[config.mk]
export PLATFORM = sky130hd
export DESIGN_NAME = uart_debug_unit
export DESIGN_NICKNAME = d
export VERILOG_FILES = /design/src/rtl/uart_dbg_pkg.sv /design/src/rtl/uart_debug_unit_word_serializer.sv /design/src/rtl/uart_debug_unit.sv
export SDC_FILE = /design/constraint.sdc
export NUM_CORES = 1
export LEC_CHECK = 0
export BUFFER_PORTS_ARGS = -buffer_cell sky130_fd_sc_hd__buf_2
export CORE_UTILIZATION = 45
export CTS_BUF_LIST = sky130_fd_sc_hd__clkbuf_2 sky130_fd_sc_hd__clkbuf_4 sky130_fd_sc_hd__clkbuf_8
export DETAILED_ROUTE_END_ITERATION = 16
export PLACE_DENSITY_LB_ADDON = 0.3
export SLEW_MARGIN = 10
export SYNTH_ARGS = -nofsm -noshare
export SYNTH_HDL_FRONTEND = slang
export SYNTH_SLANG_ARGS = --single-unit
[constraint.sdc]
create_clock -name i_clock -period 2.55 [get_ports i_clock]
set_input_delay 0.1275 -clock i_clock [delete_from_list [all_inputs] [get_ports i_clock]]
set_output_delay 0.1275 -clock i_clock [all_outputs]
set_load 0.02 [all_outputs]
[src/rtl/uart_dbg_pkg.sv]
// uart_dbg_pkg: command bytes, reply bytes and controller states shared by the UART debug unit
package uart_dbg_pkg;
    localparam logic [7:0] CMD_LOAD  = 8'h01;
    localparam logic [7:0] CMD_RUN   = 8'h02;
    localparam logic [7:0] CMD_STEP  = 8'h03;
    localparam logic [7:0] CMD_NEXT  = 8'h04;
    localparam logic [7:0] CMD_END   = 8'h05;
    localparam logic [7:0] ACK_BYTE  = 8'hA5;
    localparam logic [7:0] DUMP_TERM = 8'h5A;
    typedef enum logic [3:0] {
        IDLE, LD_SIZE, LD_BYTE, LD_WRITE, LD_ACK, RUN, DBG, STEP,
        DUMP_FETCH, DUMP_SEND, DUMP_END
    } state_e;
endpackage

[src/rtl/uart_debug_unit_word_serializer.sv]
// word_serializer: shifts a word out LSB byte first into the TX FIFO, respecting the full flag
module word_serializer #(
    parameter int DATA_W = 8,
    parameter int W      = 32,
    parameter int CW     = 3
) (
    input  logic              i_clock,
    input  logic              i_reset,
    input  logic              i_load,
    input  logic [W-1:0]      i_word,
    input  logic [CW-1:0]     i_nbytes,
    input  logic              i_tx_full,
    output logic              o_busy,
    output logic [DATA_W-1:0] o_tx_data,
    output logic              o_tx_wr
);
    logic [W-1:0]  shift;
    logic [CW-1:0] rem;
    logic          cool;
    assign o_busy = rem != '0;
    // cool skips the cycle after a push so the FIFO's updated full flag is seen
    always_ff @(posedge i_clock) begin
        if (i_reset) begin
            shift     <= '0;
            rem       <= '0;
            cool      <= 1'b0;
            o_tx_data <= '0;
            o_tx_wr   <= 1'b0;
        end else begin
            o_tx_wr <= 1'b0;
            cool    <= 1'b0;
            if (i_load) begin
                shift <= i_word;
                rem   <= i_nbytes;
            end else if (o_busy && !cool && !i_tx_full) begin
                o_tx_wr   <= 1'b1;
                o_tx_data <= shift[DATA_W-1:0];
                shift     <= shift >> DATA_W;
                rem       <= rem - 1'b1;
                cool      <= 1'b1;
            end
        end
    end
endmodule

[src/rtl/uart_debug_unit.sv]
// uart_debug_unit: host command decoder for program load, run/step control and state dump
module uart_debug_unit
    import uart_dbg_pkg::*;
#(
    parameter int DATA_W  = 8,
    parameter int WORD_W  = 32,
    parameter int IMEM_AW = 8,
    parameter int REG_AW  = 5,
    parameter int N_REGS  = 32,
    parameter int DMEM_AW = 5,
    parameter int N_DMEM  = 32,
    parameter int PC_W    = 32
) (
    input  logic               i_clock,
    input  logic               i_reset,
    input  logic [DATA_W-1:0]  i_rx_data,
    input  logic               i_rx_empty,
    output logic               o_rx_rd,
    output logic [DATA_W-1:0]  o_tx_data,
    output logic               o_tx_wr,
    input  logic               i_tx_full,
    output logic               o_imem_wr,
    output logic [IMEM_AW-1:0] o_imem_addr,
    output logic [WORD_W-1:0]  o_imem_data,
    output logic [REG_AW-1:0]  o_reg_addr,
    input  logic [WORD_W-1:0]  i_reg_data,
    output logic [DMEM_AW-1:0] o_dmem_addr,
    input  logic [WORD_W-1:0]  i_dmem_data,
    input  logic [PC_W-1:0]    i_pc,
    input  logic               i_halt,
    output logic               o_pipe_en
);
    localparam int NB   = WORD_W / DATA_W;
    localparam int PB   = PC_W / DATA_W;
    localparam int SW   = (WORD_W > PC_W) ? WORD_W : PC_W;
    localparam int CW   = $clog2(SW / DATA_W + 1);
    localparam int BW   = $clog2(NB + 1);
    localparam int LAST = N_REGS + N_DMEM;
    localparam int IW   = $clog2(LAST + 1);

    state_e        state, state_d;
    logic          take, pop, imem_wr_d, pipe_en_d, ser_load, ser_busy, from_step;
    logic [SW-1:0] ser_word;
    logic [CW-1:0] ser_nbytes;
    logic [7:0]    ld_cnt;
    logic [BW-1:0] byte_cnt;
    logic [IW-1:0] idx;

    // o_rx_rd high means the FIFO head has not advanced yet
    assign take = !i_rx_empty && !o_rx_rd;

    always_ff @(posedge i_clock) begin
        if (i_reset) state <= IDLE;
        else state <= state_d;
    end

    always_comb begin
        state_d    = state;
        pop        = 1'b0;
        imem_wr_d  = 1'b0;
        pipe_en_d  = 1'b0;
        ser_load   = 1'b0;
        ser_word   = '0;
        ser_nbytes = '0;
        case (state)
            IDLE: if (take) begin
                pop     = 1'b1;
                state_d = (i_rx_data == DATA_W'(CMD_LOAD)) ? LD_SIZE :
                          (i_rx_data == DATA_W'(CMD_RUN))  ? RUN :
                          (i_rx_data == DATA_W'(CMD_STEP)) ? DBG : IDLE;
            end
            LD_SIZE: if (take) begin
                pop     = 1'b1;
                state_d = (i_rx_data == '0) ? LD_ACK : LD_BYTE;
            end
            LD_BYTE: if (take) begin
                pop     = 1'b1;
                state_d = (byte_cnt == BW'(NB - 1)) ? LD_WRITE : LD_BYTE;
            end
            LD_WRITE: begin
                imem_wr_d = 1'b1;
                state_d   = (ld_cnt == 8'd1) ? LD_ACK : LD_BYTE;
            end
            LD_ACK: if (!ser_busy) begin
                ser_load   = 1'b1;
                ser_word   = SW'(ACK_BYTE);
                ser_nbytes = CW'(1);
                state_d    = IDLE;
            end
            RUN: begin
                pipe_en_d = !i_halt;
                state_d   = i_halt ? DUMP_FETCH : RUN;
            end
            DBG: if (take) begin
                pop     = 1'b1;
                state_d = (i_rx_data == DATA_W'(CMD_NEXT)) ? STEP :
                          (i_rx_data == DATA_W'(CMD_END))  ? IDLE : DBG;
            end
            STEP: begin
                pipe_en_d = 1'b1;
                state_d   = DUMP_FETCH;
            end
            DUMP_FETCH: state_d = DUMP_SEND;
            DUMP_SEND: if (!ser_busy) begin
                ser_load   = 1'b1;
                ser_word   = (idx < IW'(N_REGS)) ? SW'(i_reg_data) :
                             (idx < IW'(LAST))   ? SW'(i_dmem_data) : SW'(i_pc);
                ser_nbytes = (idx == IW'(LAST)) ? CW'(PB) : CW'(NB);
                state_d    = (idx == IW'(LAST)) ? DUMP_END : DUMP_FETCH;
            end
            DUMP_END: if (!ser_busy) begin
                ser_load   = 1'b1;
                ser_word   = SW'(DUMP_TERM);
                ser_nbytes = CW'(1);
                state_d    = from_step ? DBG : IDLE;
            end
            default: state_d = IDLE;
        endcase
    end

    // address advances while the write strobe is visible, so the strobe sees a stable address
    always_ff @(posedge i_clock) begin
        if (i_reset) begin
            o_rx_rd     <= 1'b0;
            o_imem_wr   <= 1'b0;
            o_imem_addr <= '0;
            o_imem_data <= '0;
            o_reg_addr  <= '0;
            o_dmem_addr <= '0;
            o_pipe_en   <= 1'b0;
            ld_cnt      <= '0;
            byte_cnt    <= '0;
            idx         <= '0;
            from_step   <= 1'b0;
        end else begin
            o_rx_rd   <= pop;
            o_imem_wr <= imem_wr_d;
            o_pipe_en <= pipe_en_d;
            if (state == LD_SIZE && pop) begin
                ld_cnt   <= 8'(i_rx_data);
                byte_cnt <= '0;
            end
            if (state == LD_BYTE && pop) begin
                o_imem_data <= WORD_W'({i_rx_data, o_imem_data} >> DATA_W);
                byte_cnt    <= (byte_cnt == BW'(NB - 1)) ? '0 : byte_cnt + 1'b1;
            end
            if (state == LD_WRITE) ld_cnt <= ld_cnt - 8'd1;
            if (o_imem_wr) o_imem_addr <= o_imem_addr + 1'b1;
            if (state == LD_ACK) o_imem_addr <= '0;
            if (state == RUN) from_step <= 1'b0;
            if (state == STEP) from_step <= 1'b1;
            if (state == RUN || state == STEP) idx <= '0;
            if (state == DUMP_SEND && !ser_busy) idx <= idx + 1'b1;
            if (state == DUMP_FETCH && idx < IW'(N_REGS)) o_reg_addr <= REG_AW'(idx);
            if (state == DUMP_FETCH && idx >= IW'(N_REGS) && idx < IW'(LAST))
                o_dmem_addr <= DMEM_AW'(idx - IW'(N_REGS));
        end
    end

    word_serializer #(
        .DATA_W (DATA_W),
        .W      (SW),
        .CW     (CW)
    ) u_ser (
        .i_clock   (i_clock),
        .i_reset   (i_reset),
        .i_load    (ser_load),
        .i_word    (ser_word),
        .i_nbytes  (ser_nbytes),
        .i_tx_full (i_tx_full),
        .o_busy    (ser_busy),
        .o_tx_data (o_tx_data),
        .o_tx_wr   (o_tx_wr)
    );
endmodule

After elaboration in Yosys (flattened, before gate mapping):

Cells that the tools add are included.

* equality and inequality tests: 25
* multiplexer cells: 48
* $add $sub $neg: 6
* $mul: 0
* shifts and indexed selects: 0
* div/mod/pow operators: 0
* $lt $le $gt $ge: 3
* reductions and logical operators: 31
* bitwise operators: 1

Operators by type and width (number)
* two-way mux 32 bit: 5
* case mux 32 bit (3 select lines): 1
* case mux 4 bit (11 select lines): 1
* two-way mux 3 bit: 14
* two-way mux 4 bit: 8
* two-way mux 8 bit: 3
* two-way mux 7 bit: 3
* equality test 4 x 3 -> 1 bit, second input constant: 4
* equality test 8 x 1 -> 1 bit, second input constant: 2
* equality test 8 x 2 -> 1 bit, second input constant: 2
* equality test 8 x 3 -> 1 bit, second input constant: 2
* != test 2 bit, second input constant: 7
* equality test 4 bit, second input constant: 3
* two-way mux 1 bit: 10
* nonzero test 2 bit: 5
* logical AND 1 bit: 9
* adder 8 x 1 -> 8 bit, second input constant: 1
* equality test 4 x 2 -> 1 bit, second input constant: 2
* zero test 8 bit: 1
* subtractor 8 x 1 -> 8 bit, second input constant: 1
* adder 7 x 1 -> 7 bit, second input constant: 1
* equality test 7 bit, second input constant: 1
* greater-or-equal comparator 7 x 6 -> 1 bit, second input constant: 1
* less-than comparator 7 x 6 -> 1 bit, second input constant: 1
* 19 further kinds: 26

* bits in latches: 0
* memories: 0
* bits in read-only memories: 0
* bits of input ports: 109
* flip-flop bits (word level): 120
* word-level logic and storage cells: 130
* RAM bits: 0

Depth between registers and ports, before layout:

Gate-level depths: netlist of run 1.

* depth after elaboration: 7
* mapped depth: 9
* gate-level depth less buffers: 7

By module:

From an unflattened synthesis of run 1, not the netlist that was laid out.

* cell total of the unflattened synthesis: 814
* area total of the unflattened synthesis: 6282.3 um^2

Modules (own cells, without submodules)
* uart_debug_unit: cells each 581, area each 4332.9 um^2, seq. area each 1521.5 um^2, instances 1
* word_serializer: cells each 233, area each 1949.4 um^2, seq. area each 880.8 um^2, instances 1

Worst setup path after synthesis of run 1:

No wires, ideal clock.

* path type: register -> register
* start point: register u_ser.rem[0]
* end point: register u_ser.shift[15]
* data arrival time: 1.712 ns
* cell stages (with the launch flop): 9
* setup time: 0.086 ns
* setup slack: 0.751 ns
* data required time: 2.464 ns
* path buffers: 3
* cell sequence: dfxtp_1 > inv_1 > ha_1 > nand2b_1 > buf_2 > buf_1 > buf_1 > o22ai_1 > a221oi_2

* cells in the longest elaborated chain, start to end: 4
* elaborated cells between the ends (all ways): 9
* those cells by class: 5 x mux; 4 x reduce/logical

Ends and longest elaborated chain
* from (decl): line uart_debug_unit_word_serializer.sv:18 `logic [CW-1:0] rem;`
* from (signal assigned): line uart_debug_unit_word_serializer.sv:34 `rem <= i_nbytes;`
* from (signal assigned): line uart_debug_unit_word_serializer.sv:39 `rem <= rem - 1'b1;`
* nonzero test 3 bit *: line uart_debug_unit_word_serializer.sv:20 `assign o_busy = rem != '0;`
* two-way mux 32 bit (tied with other cells): line uart_debug_unit.sv:104 `DUMP_SEND: if (!ser_busy) begin`
* case mux 32 bit (3 select lines) (tied with other cells): line uart_debug_unit.sv:65 `case (state)`
* two-way mux 32 bit or nonzero test 2 bit (tied branches)
* to (signal assigned): line uart_debug_unit_word_serializer.sv:33 `shift <= i_word;`
* to (signal assigned): line uart_debug_unit_word_serializer.sv:38 `shift <= shift >> DATA_W;`
* to (decl): line uart_debug_unit_word_serializer.sv:17 `logic [W-1:0] shift;`

Every way passes the cells marked *; elsewhere a longest branch is shown, timed or not.
A chain may end at the register's enable or synchronous reset.

Final worst setup path of run 1:

* start point: register state[0]
* end point: register ld_cnt[5]

* cells in the longest elaborated chain, start to end: 5
* elaborated cells between the ends (all ways): 10
* those cells by class: 4 x eq/ne; 2 x mux; 4 x reduce/logical

Ends and longest elaborated chain
* from (decl): line uart_debug_unit.sv:41 `state_e state, state_d;`
* from (signal assigned): line uart_debug_unit.sv:54 `else state <= state_d;`
* equality test 4 x 1 -> 1 bit (tied with other cells): line uart_debug_unit.sv:65, uart_debug_unit.sv:139
* OR reduction 4 bit (no line)
* two-way mux 1 bit
* logical AND 1 bit: line uart_debug_unit.sv:139 `if (state == LD_SIZE && pop) begin`
* nonzero test 2 bit (no line)
* to (signal assigned): line uart_debug_unit.sv:140 `ld_cnt <= 8'(i_rx_data);`
* to (signal assigned): line uart_debug_unit.sv:147 `if (state == LD_WRITE) ld_cnt <= ld_cnt - 8'd1;`
* to (decl): line uart_debug_unit.sv:45 `logic [7:0] ld_cnt;`

Parallel ways exist; a longest one is shown, timed or not.

==> results.toml, run 1 <==
[worst_setup_path]
crit_slowest_cell = "dfxtp_1"
cpPeakStageDelay_ns = 0.70
r2r_cells = 4
critPathTopFamily = "simple AND/OR/NAND/NOR gates"
end_kind = "flip-flop"
crit_required_ns = 2.85
rrSetupSlack_ns = 0.39
cp-start-kind = "flip-flop"
cp.arrival_ns = 2.46
cp_max_fo = 20
cp_num_buf_inv = 0
timing.rr.start = "state[0]"
crit_chain = "or4b_4 > or3_1 > o311ai_0 > a21oi_1"
endpoint = "ld_cnt[5]"
path_depth = 4
r2r-end = "ld_cnt[5]"
cp-startpoint = "state[0]"
crit_type = "flip-flop to flip-flop"

[final_layout]
fin_area_um2 = 7431
n_fill_cell = 1222
drive_gt1_frac = 0.2654
ff_latch_area_um2 = 2405
nets = 1031
syn2layout_area_growth_pct = 22.88
multi_input_area_um2 = 3301
diodes = 0

[clocking]
post_cts_buffers = 0
clock_sinks = 120
cts-root-buf = "clkbuf_8"
cts-hold-fix-buffers = 8
cts_resized = 0
clock_latency_ns = 0.44
cts_tree = "done"
cts_inserted_buffers = 17
htreeDepth = 4
clockBufferDepth = 2
clk_pin_slew_ns = 0.07

[place]
place.gp.congestion = 0.8286
io_buffers = 170
dpl_cell_area_um2 = 7004
dp_hpwl_um = 10590

[routing]
drc_errors = 0
wire_per_inst_um = 13.70
wirelength_um = 15050
via_count = 5814
ant_nets = 0
firstDrtPassIters = 5
vias_per_cell = 5.290
drt_iter0_drc = 320

[yosys]
synth_edf_count = 0
syn_inst = 758
synth-seq-area-share = 0.3973
synth_flop_cell = "dfxtp_1"
synth_common_cells = "nand2_1, dfxtp_1, nor2_1"
syn_area_um2 = 6047
syn_nets = 875
syn_area_per_cell_um2 = 7.978
yosys.area.top_type_share = 0.3973
async_reset_ff_frac = 0
ys_types = 63
synth-seq-cells = 120
yosysMostFrequentCell = "nand2_1"
synth_area_leaders = "dfxtp_1, nand2_1, mux2i_1, a21oi_1, nor2_1"
ys_warn_count = 0
yosysTopAreaCell = "dfxtp_1"

[power_and_ir_drop]
p_per_area_nw_per_um2 = 628.1
vdd_drop_max_mv = 0.3379
p_leak_nw = 2.921

[run]
max-cap-violations = 0

[global_routing]
met1_usage = 0.2874
use_met2 = 0.3610
grt_pass1_vias = 5183
track_usage = 0.2205
antenna_found_initial = 0
grt_overflow = 0
grt_most_used_layer = "met2"
grt_first_pass_wirelength_um = 25160
grt_max_degree = 47
grtUsageMet3 = 0.04893

[die]
placementRows = 41
dieWidth_um = 117.9
initial_core_util = 0.4696
ios = 171
dieArea_um2 = 13910
core_um2 = 12880
die_y_um = 117.9

[timing]
timing.final.crit_period_ns = 2.156
tightestPinTransition_ns = 0.6232
hold_violations = 0
setup_violations = 0
rsz0062_at_grt = "no"
timing.final.crit_share = 0.8457
drv_slew = 0
hold_ws_ns = 0.01237
slew_headroom = 0.5807
fmax_mhz = 463.7
setup_tns_ns = 0
fin_skew_ns = 0.009341

[outcome]
status = "completed"

[hold_path]
hp-class = "input port to flip-flop"
==> layer usage <==
layer | routed length (um) | share of wire
met1 | 6980 | 0.46
met2 | 7086 | 0.47
met5 | 0 | 0
met4 | 197 | 0.013
met3 | 787 | 0.052
==> registers in the layout, summed over array words and instances, names as in the netlist, 3 cells and up <==
name	flops
state	4
o_imem_addr	8
ld_cnt	8
idx	7
u_ser.o_tx_data	8
o_dmem_addr	5
o_imem_data	32
u_ser.shift	32
o_reg_addr	5
u_ser.rem	3
byte_cnt	3
==> through the flow <==
| stage | utilization | power (mW) | cells | setup WS (ns) |
|---|---|---|---|---|
| after floorplan | - | 2.930 | 758 | 0.7513 |
| after global placement | 0.5440 | 3.172 | 1059 | 0.4797 |
| after detailed placement | 0.5440 | 3.185 | 1059 | 0.4379 |
| after CTS | 0.5771 | 4.682 | 1099 | 0.4148 |
| after global routing | 0.5771 | 4.901 | 1099 | 0.1487 |
| final | 0.5771 | 4.667 | 1099 | 0.3935 |
==> worst register-to-register path, stage by stage (launching register included) <==
cell and delay (ns):
dfxtp_1 0.70, or4b_4 0.57, or3_1 0.47, o311ai_0 0.18
a21oi_1 0.11
==> how the worst min path moves through the flow <==
stage / start / end / depth (start not counted)
2_1_floorplan: i_halt / o_pipe_en / 1
3_3_place_gp: i_rx_data[3] / o_imem_data[27] / 3
3_5_place_dp: i_rx_data[3] / o_imem_data[27] / 3
4_1_cts: i_rx_data[0] / o_imem_data[24] / 3
5_1_grt: i_rx_data[0] / o_imem_data[24] / 3
6_report: i_rx_data[0] / o_imem_data[24] / 3
==> layout by cell type (no fill, tap or decap), types with 17 or more instances in the layout <==
cell type | Yosys | layout
buf_2 | 13 | 169
clkbuf_8 | 0 | 19
a21oi_1 | 63 | 63
mux2i_1 | 43 | 43
nor2_1 | 64 | 64
inv_1 | 28 | 28
o22ai_1 | 18 | 18
nand2_1 | 149 | 149
a211oi_1 | 17 | 17
dfxtp_1 | 120 | 118
o21ai_0 | 44 | 44
==> cell families (layout without fill, tap and decap cells) <==
logic type      after synthesis  after routing  synth area share
simple gates                298            298            0.2251
compound gates              191            191            0.2104
flops                       120            120            0.3973
buf+inv                      84            253           0.05793
mux                          44             44           0.07366
xor+xnor                     12             12           0.01738
fa+ha+maj                     9              9           0.01821
==> power by group <==
part / switching (mW) / leakage [nW] / internal [mW]
sequential: 0.0643 / 0.969 / 2.02
combinational: 0.658 / 1.78 / 0.421
clock: 0.779 / 0.174 / 0.724
==> final cells by class <==
| type | instances | share of cell area |
|---|---|---|
| Inverter | 28 | 0.01414 |
| Clock buffer | 20 | 0.03620 |
| Sequential cell | 120 | 0.3236 |
| Tap cell | 172 | 0.02896 |
| Clock inverter | 12 | 0.01044 |
| Multi-Input combinational cell | 554 | 0.4442 |
| Timing Repair Buffer | 193 | 0.1424 |
No activity file was read; power rests on OpenSTA's default activity.
==> run 2, diff against run 1 <==
Settings changed: ABC_AREA set to 1.
Clock period 2.55 ns to 2.15 ns, I/O delays scaled along.
==> run 2 against run 1 <==
Effect of this change:
- largest power group unchanged
- die area is 3.7% lower
- first-iteration DRC count increased by 9.4%
- global-route usage increased by 1.4 points
- utilization fell by 0.22 points
- register-to-register slack lost 0.06 ns
- worst hold slack improved by 0.016 ns
- clock skew barely moved
- critical path type unchanged
==> results.toml, run 2 <==
[clocking]
post_cts_buffers = 0
clockBufferDepth = 2
cts-root-buf = "clkbuf_8"
cts_inserted_buffers = 17
htreeDepth = 4
cts_tree = "done"
clock_sinks = 120
clk_pin_slew_ns = 0.07
clock_latency_ns = 0.44

[timing]
fmax_mhz = 549.9
drv_slew = 0
fin_skew_ns = 0.009010
slew_headroom = 0.6341
timing.final.crit_share = 0.8458
tightestPinTransition_ns = 0.5480
setup_tns_ns = 0
hold_violations = 0
setup_violations = 0
rsz0062_at_grt = "no"
timing.final.crit_period_ns = 1.818

[worst_setup_path]
crit_slowest_cell = "inv_2"
path_depth = 10
cp_max_fo = 34
crit_top_cell = "inv_1"
cp_num_buf_inv = 4
cpPeakStageDelay_ns = 0.45
crit_chain = "inv_1 > ha_1 > inv_1 > nor2_4 > nand2_2 > inv_2 > a21oi_1 > nand3_1 > nand2_1 > inv_1"
cp.arrival_ns = 2.20
cp-start-kind = "flip-flop"
r2r_cells = 10
crit_type = "flip-flop to flip-flop"
end_kind = "flip-flop"
critPathTopFamily = "buffers and inverters"
crit_required_ns = 2.53

[place]
io_buffers = 170
dp_cells = 1185
dp_hpwl_um = 11030
place.gp.congestion = 0.8660

[die]
initial_core_util = 0.4609
dieWidth_um = 115.7
die_y_um = 115.7
dieArea_um2 = 13390
core_um2 = 12620
placementRows = 41
ios = 171

[global_routing]
antenna_found_initial = 0
grt_first_pass_wirelength_um = 24530
grt_max_degree = 39
track_usage = 0.2349
grt_overflow = 0
grt_pass1_vias = 5343

[yosys]
synth_flop_cell = "dfxtp_1"
async_reset_ff_frac = 0
syn_inst = 874
syn_area_per_cell_um2 = 6.655
syn_nets = 991
syn_area_um2 = 5817
synth-seq-area-share = 0.4130
yosysTopAreaCell = "dfxtp_1"
synth_edf_count = 0
ys_warn_count = 0
synth_area_leaders = "dfxtp_1, nand2_1, a21oi_1, nand3_1, nor2_1"
synth-seq-cells = 120
synth_common_cells = "nand2_1, dfxtp_1, a21oi_1"
yosysMostFrequentCell = "nand2_1"
ys_types = 35
yosys.area.top_type_share = 0.4130

[final_layout]
diodes = 0
reg_top3 = "o_imem_data: 32 flops, u_ser.shift: 32 flops"
stdcell_count = 1223
final_common_cell = "nand2_1"
drive_gt1_frac = 0.2236
n_fill_cell = 1285
nets = 1156
syn2layout_area_growth_pct = 24.74
layout_common_cells = "nand2_1, buf_2, dfxtp_1"

[routing]
firstDrtPassIters = 5
vias_per_cell = 4.987
wire_per_inst_um = 12.37
drt_iter0_drc = 350
ant_nets = 0
wirelength_um = 15130
drc_errors = 0
via_count = 6099

[power_and_ir_drop]
p_leak_nw = 3.380
p_per_area_nw_per_um2 = 844.7
vdd_drop_max_mv = 0.4973
finalPower_mw = 6.129

[outcome]
status = "completed"

[hold_path]
whs_path_depth = 5
hp-class = "input port to flip-flop"

[run]
max-cap-violations = 0
[run 2: what timing repair did]
item | CTS | global route
hold buffers | 7 | 0
hold endpoints to repair | 8 | 0
resized for setup | 0 | 3
endpoints found under the setup margin | 0 | 3
[run 2: report_power, final]
part           internal, mW  leakage, nW  switching [mW]  total, mW
combinational         0.482         2.20           0.894       1.38
sequential             2.50        0.970           0.148       2.65
clock                  1.25        0.215           0.853       2.10
total                  4.23         3.38            1.89       6.13
[run 2: final timing paths]
check	from	slack [ns]	endpoint
setup / recovery	u_ser.rem[0]	0.33	u_ser.shift[1]
hold / removal	i_dmem_data[12]	0.03	u_ser.shift[12]
setup reg to reg	u_ser.rem[0]	0.33	u_ser.shift[1]
hold reg to reg	byte_cnt[2]	0.45	byte_cnt[2]
[run 2: cells by family (layout without fill, tap and decap cells)]
| group | count (synthesis) | count (layout) | synth area share |
|---|---|---|---|
| xor+xnor | 1 | 1 | 0.001506 |
| compound gates | 189 | 189 | 0.1721 |
| simple gates | 448 | 448 | 0.3166 |
| fa+ha+maj | 8 | 8 | 0.01721 |
| mux | 1 | 1 | 0.001721 |
| flops | 120 | 120 | 0.4130 |
| buf+inv | 107 | 284 | 0.07787 |
[run 2: metrics by stage]
step	hold slack [ns]	area, um2	utilization	setup slack (ns)
floorplan	0.2555	5817	-	0.5366
global placement	0.3959	6765	0.5361	0.2659
detailed placement	0.3961	6765	0.5361	0.2181
CTS	0.005822	7248	0.5744	0.2139
global route	0.03314	7256	0.5750	0.06162
finish	0.02839	7256	0.5750	0.3316
[run 2: tightest hold or removal path, stage by stage]
cell and delay, ns:
buf_2 0.09, nand2_1 0.05, nand2_1 0.06, nand2_1 0.05, a21oi_1 0.05
[run 2: routing by layer]
layer  up-vias  part of all wire  GRT usage  routed length, um
li1       3175                 -          -                  -
met1      2693              0.46     0.2873               6893
met2       209              0.47     0.4000               7177
met3        22             0.052    0.05596                779
met4         0             0.018    0.09060                275
met5         -                 0          0                  0
[run 2: layout make-up]
class                      instances  area [um2]  area share
sequential                       120        2402      0.3311
inverter                          64       242.7     0.03345
multi-input combinational        647        2972      0.4096
timing repair buffer             189        1011      0.1393
clock buffer                      22       290.3     0.04001
clock inverter                     9       122.6     0.01690
tap                              172       215.2     0.02966
